File: config.mk
export PLATFORM = sky130hd
export DESIGN_NAME = gpu_pixel_writer
export DESIGN_NICKNAME = d
export VERILOG_FILES = /design/src/rtl/gpu_pixel_writer.sv
export SDC_FILE = /design/constraint.sdc
export NUM_CORES = 1
export LEC_CHECK = 0
export CORE_MARGIN = 1.5
export CORE_UTILIZATION = 32
export DETAILED_ROUTE_END_ITERATION = 7
export DONT_BUFFER_PORTS = 1
export PLACE_DENSITY = 0.53
export SLEW_MARGIN = 20
export SYNTH_ARGS = -nofsm -noshare
export SYNTH_HDL_FRONTEND = slang
export SYNTH_SLANG_ARGS = --single-unit
File: constraint.sdc
create_clock -name clk -period 6.6 [get_ports clk]
set_input_delay 0.33 -clock clk [delete_from_list [all_inputs] [get_ports clk]]
set_output_delay 0.33 -clock clk [all_outputs]
set_load 0.005 [all_outputs]
File: src/rtl/gpu_pixel_writer.sv
// Buffers generated pixels in a small FIFO and writes them to the framebuffer one word at a time.
// Latency: a pixel pushed into an empty, idle writer is on the memory bus one edge later.
// Backpressure: ready_o drops when the FIFO is full; mem_we_o holds the current write until mem_ack_i.
`ifndef WIDTH
`define WIDTH 640
`endif
`ifndef HEIGHT
`define HEIGHT 480
`endif
`ifndef WIDTH_BITS
`define WIDTH_BITS 10
`endif
`ifndef HEIGHT_BITS
`define HEIGHT_BITS 9
`endif
`ifndef CHANNEL_BITS
`define CHANNEL_BITS 8
`endif

module gpu_pixel_writer #(
  parameter int FIFO_DEPTH = 4,
  parameter int ADDR_BITS  = 20
) (
  input  logic                         clk,
  input  logic                         n_rst,
  input  logic                         pix_valid_i,
  input  logic [`WIDTH_BITS-1:0]       x_i,
  input  logic [`HEIGHT_BITS-1:0]      y_i,
  input  logic [`CHANNEL_BITS-1:0]     r_i,
  input  logic [`CHANNEL_BITS-1:0]     g_i,
  input  logic [`CHANNEL_BITS-1:0]     b_i,
  input  logic                         gen_done_i,
  output logic                         ready_o,
  output logic [ADDR_BITS-1:0]         mem_addr_o,
  output logic [3*`CHANNEL_BITS-1:0]   mem_data_o,
  output logic                         mem_we_o,
  input  logic                         mem_ack_i,
  output logic                         overflow_o,
  output logic                         frame_done_o,
  output logic                         idle_o
);

  localparam int PTR_W = (FIFO_DEPTH > 1) ? $clog2(FIFO_DEPTH) : 1;
  localparam int CNT_W = $clog2(FIFO_DEPTH) + 1;
  localparam logic [CNT_W-1:0]     DEPTH_C = CNT_W'(FIFO_DEPTH);
  localparam logic [ADDR_BITS-1:0] WIDTH_A = ADDR_BITS'(`WIDTH);

  typedef struct packed {
    logic [`WIDTH_BITS-1:0]   x;
    logic [`HEIGHT_BITS-1:0]  y;
    logic [`CHANNEL_BITS-1:0] r;
    logic [`CHANNEL_BITS-1:0] g;
    logic [`CHANNEL_BITS-1:0] b;
  } pix_t;

  typedef enum logic {IDLE, WRITE} state_t;

  pix_t             fifo_q [FIFO_DEPTH];
  logic [PTR_W-1:0] wr_ptr_q, rd_ptr_q;
  logic [CNT_W-1:0] count_q;
  state_t           state_q, state_d;
  logic             done_pending_q;
  logic             in_range, push, pop, empty, done_fire;
  pix_t             pix_in, head;

  assign in_range = (32'(x_i) < 32'(`WIDTH)) && (32'(y_i) < 32'(`HEIGHT));
  assign ready_o  = count_q < DEPTH_C;
  assign empty    = (count_q == '0);
  assign push     = pix_valid_i && ready_o && in_range;
  assign pix_in   = '{x: x_i, y: y_i, r: r_i, g: g_i, b: b_i};
  assign head     = fifo_q[rd_ptr_q];
  assign idle_o   = (state_q == IDLE) && empty && !done_pending_q;
  // Frame is complete only once the generator is quiet and nothing is queued or in flight.
  assign done_fire = done_pending_q && empty && (state_q == IDLE) && !gen_done_i;

  always_comb begin
    state_d = state_q;
    pop     = 1'b0;
    case (state_q)
      IDLE: begin
        if (!empty) begin
          pop     = 1'b1;
          state_d = WRITE;
        end
      end
      WRITE: begin
        if (mem_ack_i) begin
          if (!empty) pop = 1'b1;
          else        state_d = IDLE;
        end
      end
      default: state_d = IDLE;
    endcase
  end

  // Storage carries no reset; count and pointers define which entries are live.
  always_ff @(posedge clk) begin
    if (push) fifo_q[wr_ptr_q] <= pix_in;
  end

  always_ff @(posedge clk or negedge n_rst) begin
    if (!n_rst) begin
      state_q        <= IDLE;
      wr_ptr_q       <= '0;
      rd_ptr_q       <= '0;
      count_q        <= '0;
      mem_addr_o     <= '0;
      mem_data_o     <= '0;
      mem_we_o       <= 1'b0;
      overflow_o     <= 1'b0;
      done_pending_q <= 1'b0;
      frame_done_o   <= 1'b0;
    end else begin
      state_q <= state_d;
      if (push) wr_ptr_q <= wr_ptr_q + PTR_W'(1);
      if (pop)  rd_ptr_q <= rd_ptr_q + PTR_W'(1);
      case ({push, pop})
        2'b10:   count_q <= count_q + CNT_W'(1);
        2'b01:   count_q <= count_q - CNT_W'(1);
        default: count_q <= count_q;
      endcase
      if (pop) begin
        mem_addr_o <= ADDR_BITS'(head.y) * WIDTH_A + ADDR_BITS'(head.x);
        mem_data_o <= {head.r, head.g, head.b};
        mem_we_o   <= 1'b1;
      end else if (state_q == WRITE && mem_ack_i) begin
        mem_we_o   <= 1'b0;
      end
      if (pix_valid_i && in_range && !ready_o) overflow_o <= 1'b1;
      done_pending_q <= gen_done_i || (done_pending_q && !done_fire);
      frame_done_o   <= done_fire;
    end
  end

endmodule

==> reports/summary.log <==
[outcome] result of the run finished, final reports clean
[synth] number of distinct library cell variants in the gate-level netlist after synthesis 44
[synth] top cell type's share of synthesized area 0.5687
[finish] antenna diode count 0
[critical_path] data arrival time of the worst path 4.30 ns
[finish] Net count, final 670
[placement] placer congestion estimate 0.7704
[critical_path] type of element launching the critical path flop
[routing] number of optimization iterations in the first detailed-route pass 4
[timing] setup TNS after final layout 0 ns
[clock_tree] clock root buffer sky130_fd_sc_hd__clkbuf_16
[clock_tree] Post-CTS Hold Fix Bufs 46
[timing] final setup violating endpoints 0
[global_route] overflow left after global routing 0
[synth] library cell with the highest instance count after synthesis sky130_fd_sc_hd__edfxtp_1
[global_route] vias in the first global route 5099
[synth] asr flop ratio synth 0.2456
[placement] Port-buffer cells 0
[critical_path] top fanout value on the critical path 35
[power_and_ir_drop] leakage power summed over all cells 3.933 nW
[clock_tree] Clock Sinks 228
[die] starting density of the core 0.3260
[placement] HPWL Detailed 11100 um
[synth] Yosys top cell by area sky130_fd_sc_hd__edfxtp_1
[timing] RSZ-0062 raised after global routing no
[synth] post-synthesis cell count 535
[routing] via count 4631
[clock_tree] number of buffers inserted during clock tree synthesis 25
[finish] area overhead of the layout relative to synthesis 19.71%
[synth] flip-flop and latch count after synthesis 228
[global_route] total global-route track usage 0.1283
[die] die outline area 29400 um2
[flow_run] maximum capacitance violations 0
[power_and_ir_drop] power per unit of standard cell area 482.8 nW/um2
[synth] EDFF count, synth 172
[power_and_ir_drop] Max IR drop VDD 0.0001866 V
[clock_tree] Resized Gates After CTS 0
[timing] WHS 0.01867 ns
[synth] yosys warns 0
[global_route] largest net degree at the start of global routing 57
[routing] Vias/cell 4.659
[synth] primary flip-flop cell chosen by synthesis mapping sky130_fd_sc_hd__edfxtp_1
[die] Die Span Y 171.5 um
[clock_tree] register clock-pin slew on the reported worst setup and hold paths 0.06 ns
[finish] share of post-route cells with drive strength above 1 0.1721
[timing] share of the clock period used by the worst path after layout 0.5875
[synth] leading cell types by total area after synthesis sky130_fd_sc_hd__edfxtp_1, sky130_fd_sc_hd__dfrtp_1, sky130_fd_sc_hd__mux4_2
[critical_path] path type of the worst setup path flop to flop
[timing] measured slew at the worst slew-check pin 0.8266 ns
[clock_tree] CTS HTree Levels 1
[timing] worst slew margin relative to its limit 0.4481
[timing] Worst Skew 0.02186 ns
[critical_path] Data required, critical path 7.02 ns
[clock_tree] number of buffers between clock root and the deepest sink 3
[die] row cnt 61
[routing] final antenna-violating net count 0
[min_path] type of the most critical hold path input pin to flop
[timing] max-slew violations 0
[timing] count of final hold-check violations 0
[clock_tree] post-CTS setup buffers 0
[routing] count of routing violations after the opening detailed-route iteration 295
[clock_tree] TritonCTS clock tree done
[global_route] number of antenna violations at the first check in global routing 0
[synth] syn_area_per_cell 16.98 um2
[routing] Avg WL per Cell 18.27 um
[die] overall die width 171.5 um
[routing] final wirelength 18160 um
[clock_tree] later-pin clock latency in the skew report 0.52 ns
[synth] Post-synth top cells sky130_fd_sc_hd__edfxtp_1, sky130_fd_sc_hd__nand2_1, sky130_fd_sc_hd__dfrtp_1
[synth] Synth Net Count 608
[timing] shortest period the worst path allows 3.877 ns
[die] boundary pin count 97
[timing] FMAX 257.9 MHz
[routing] DRC violations left 0
[critical_path] CP endpoint kind flop
[synth] mapped cell area 9082 um2
[global_route] first-pass GRT wire length 28450 um
[synth] part of the Yosys area used for sequential elements 0.7230
[die] Core ar. 27860 um2
==> final timing paths <==
kind	start	to	slack [ns]	cells after the start
min reg2reg	count_q[1]$_DFFE_PN0P_	state_q$_DFF_PN0_	0.49	2
max reg2reg	rd_ptr_q[0]$_DFFE_PN0P_	mem_addr_o[18]$_DFFE_PN0P_	2.72	10
max	rd_ptr_q[0]$_DFFE_PN0P_	mem_addr_o[18]$_DFFE_PN0P_	2.72	10
max in group asynchronous	n_rst	rd_ptr_q[0]$_DFFE_PN0P_	5.94	2
min in group asynchronous	n_rst	rd_ptr_q[1]$_DFFE_PN0P_	0.39	2
min	mem_ack_i	mem_we_o$_DFFE_PN0P_	0.02	3
==> worst max-delay path, stage by stage, from the launching register on <==
cell	delay (ns)
sky130_fd_sc_hd__dfrtp_4	0.55
sky130_fd_sc_hd__buf_4	0.63
sky130_fd_sc_hd__mux4_2	0.66
sky130_fd_sc_hd__ha_1	0.33
sky130_fd_sc_hd__ha_1	0.39
sky130_fd_sc_hd__o21ai_0	0.32
sky130_fd_sc_hd__nor2_1	0.09
sky130_fd_sc_hd__o22ai_1	0.18
sky130_fd_sc_hd__xor2_1	0.12
sky130_fd_sc_hd__or3_1	0.35
sky130_fd_sc_hd__a31oi_1	0.16
==> sequential cells by signal, summed over array words and instances (netlist names) <==
register / flops
mem_addr_o: 20
mem_we_o: 1
fifo_q: 172
state_q: 1
frame_done_o: 1
done_pending_q: 1
count_q: 3
overflow_o: 1
wr_ptr_q: 2
mem_data_o: 24
rd_ptr_q: 2
==> final cells by class <==
cell class                      count  area (um2)
Fill cell                        2559       16990
Multi-Input combinational cell    277        2402
Tap cell                          378       473.0
Clock buffer                       32       681.9
Sequential cell                   228        6571
Timing Repair Buffer               53       530.5
Clock inverter                     14       168.9
Inverter                           12       45.04
==> metrics by stage <==
stage               worst slack, ns  cell area (um2)  cells    util  total power, W
floorplan                     2.972             9082    535       -        0.003441
global route                  2.365            10870    994  0.3903        0.005635
CTS                           2.627            10870    994  0.3903        0.005341
global placement              2.744             9544    902  0.3426        0.003806
finish                        2.723            10870    994  0.3903        0.005250
detailed placement            2.650             9544    902  0.3426        0.003849
==> placed cells by master (no fill, tap or decap), types with 4 or more instances in the layout <==
| cell type | count |
|---|---|
| sky130_fd_sc_hd__edfxtp_1 | 172 |
| sky130_fd_sc_hd__dfrtp_1 | 54 |
| sky130_fd_sc_hd__mux4_2 | 43 |
| sky130_fd_sc_hd__nor3_1 | 5 |
| sky130_fd_sc_hd__clkinv_2 | 5 |
| sky130_fd_sc_hd__a21oi_1 | 4 |
| sky130_fd_sc_hd__xnor2_1 | 11 |
| sky130_fd_sc_hd__nor2_1 | 9 |
| sky130_fd_sc_hd__buf_4 | 7 |
| sky130_fd_sc_hd__o21ai_0 | 18 |
| sky130_fd_sc_hd__dlygate4sd3_1 | 45 |
| sky130_fd_sc_hd__and2_2 | 4 |
| sky130_fd_sc_hd__ha_1 | 22 |
| sky130_fd_sc_hd__clkbuf_1 | 4 |
| sky130_fd_sc_hd__clkinv_1 | 4 |
| sky130_fd_sc_hd__clkbuf_16 | 25 |
| sky130_fd_sc_hd__inv_1 | 11 |
| sky130_fd_sc_hd__nand4_1 | 4 |
| sky130_fd_sc_hd__nand2_1 | 112 |
| sky130_fd_sc_hd__xor2_1 | 5 |
| sky130_fd_sc_hd__bufinv_16 | 4 |
==> layer usage <==
| layer | up-vias | routed length (um) | track usage |
|---|---|---|---|
| met1 | 2361 | 7759 | 0.1606 |
| met3 | 23 | 867 | 0.02232 |
| met2 | 107 | 9143 | 0.2278 |
| li1 | 2140 | - | - |
| met5 | - | 0 | 0 |
| met4 | 0 | 393 | 0.03509 |
==> cell families (layout without fill, tap and decap cells) <==
kind of cell / after synthesis / after routing / synth area share
flip-flops: 228 / 228 / 0.7230
AND/OR/NAND/NOR: 153 / 153 / 0.07260
multiplexers: 45 / 45 / 0.1090
AO/OA/AOI/OAI: 37 / 37 / 0.02797
buffers and inverters: 30 / 111 / 0.01336
adder cells (fa/ha/maj): 25 / 25 / 0.03692
XOR/XNOR: 17 / 17 / 0.01722
==> report_power, final <==
part / internal, W / total (W) / switching (W)
registers: 0.00182 / 0.00200 / 0.000185
clock network: 0.000883 / 0.00142 / 0.000538
logic: 0.000840 / 0.00183 / 0.000988
total: 0.00354 / 0.00525 / 0.00171
Power figures use the tool's default switching activity.
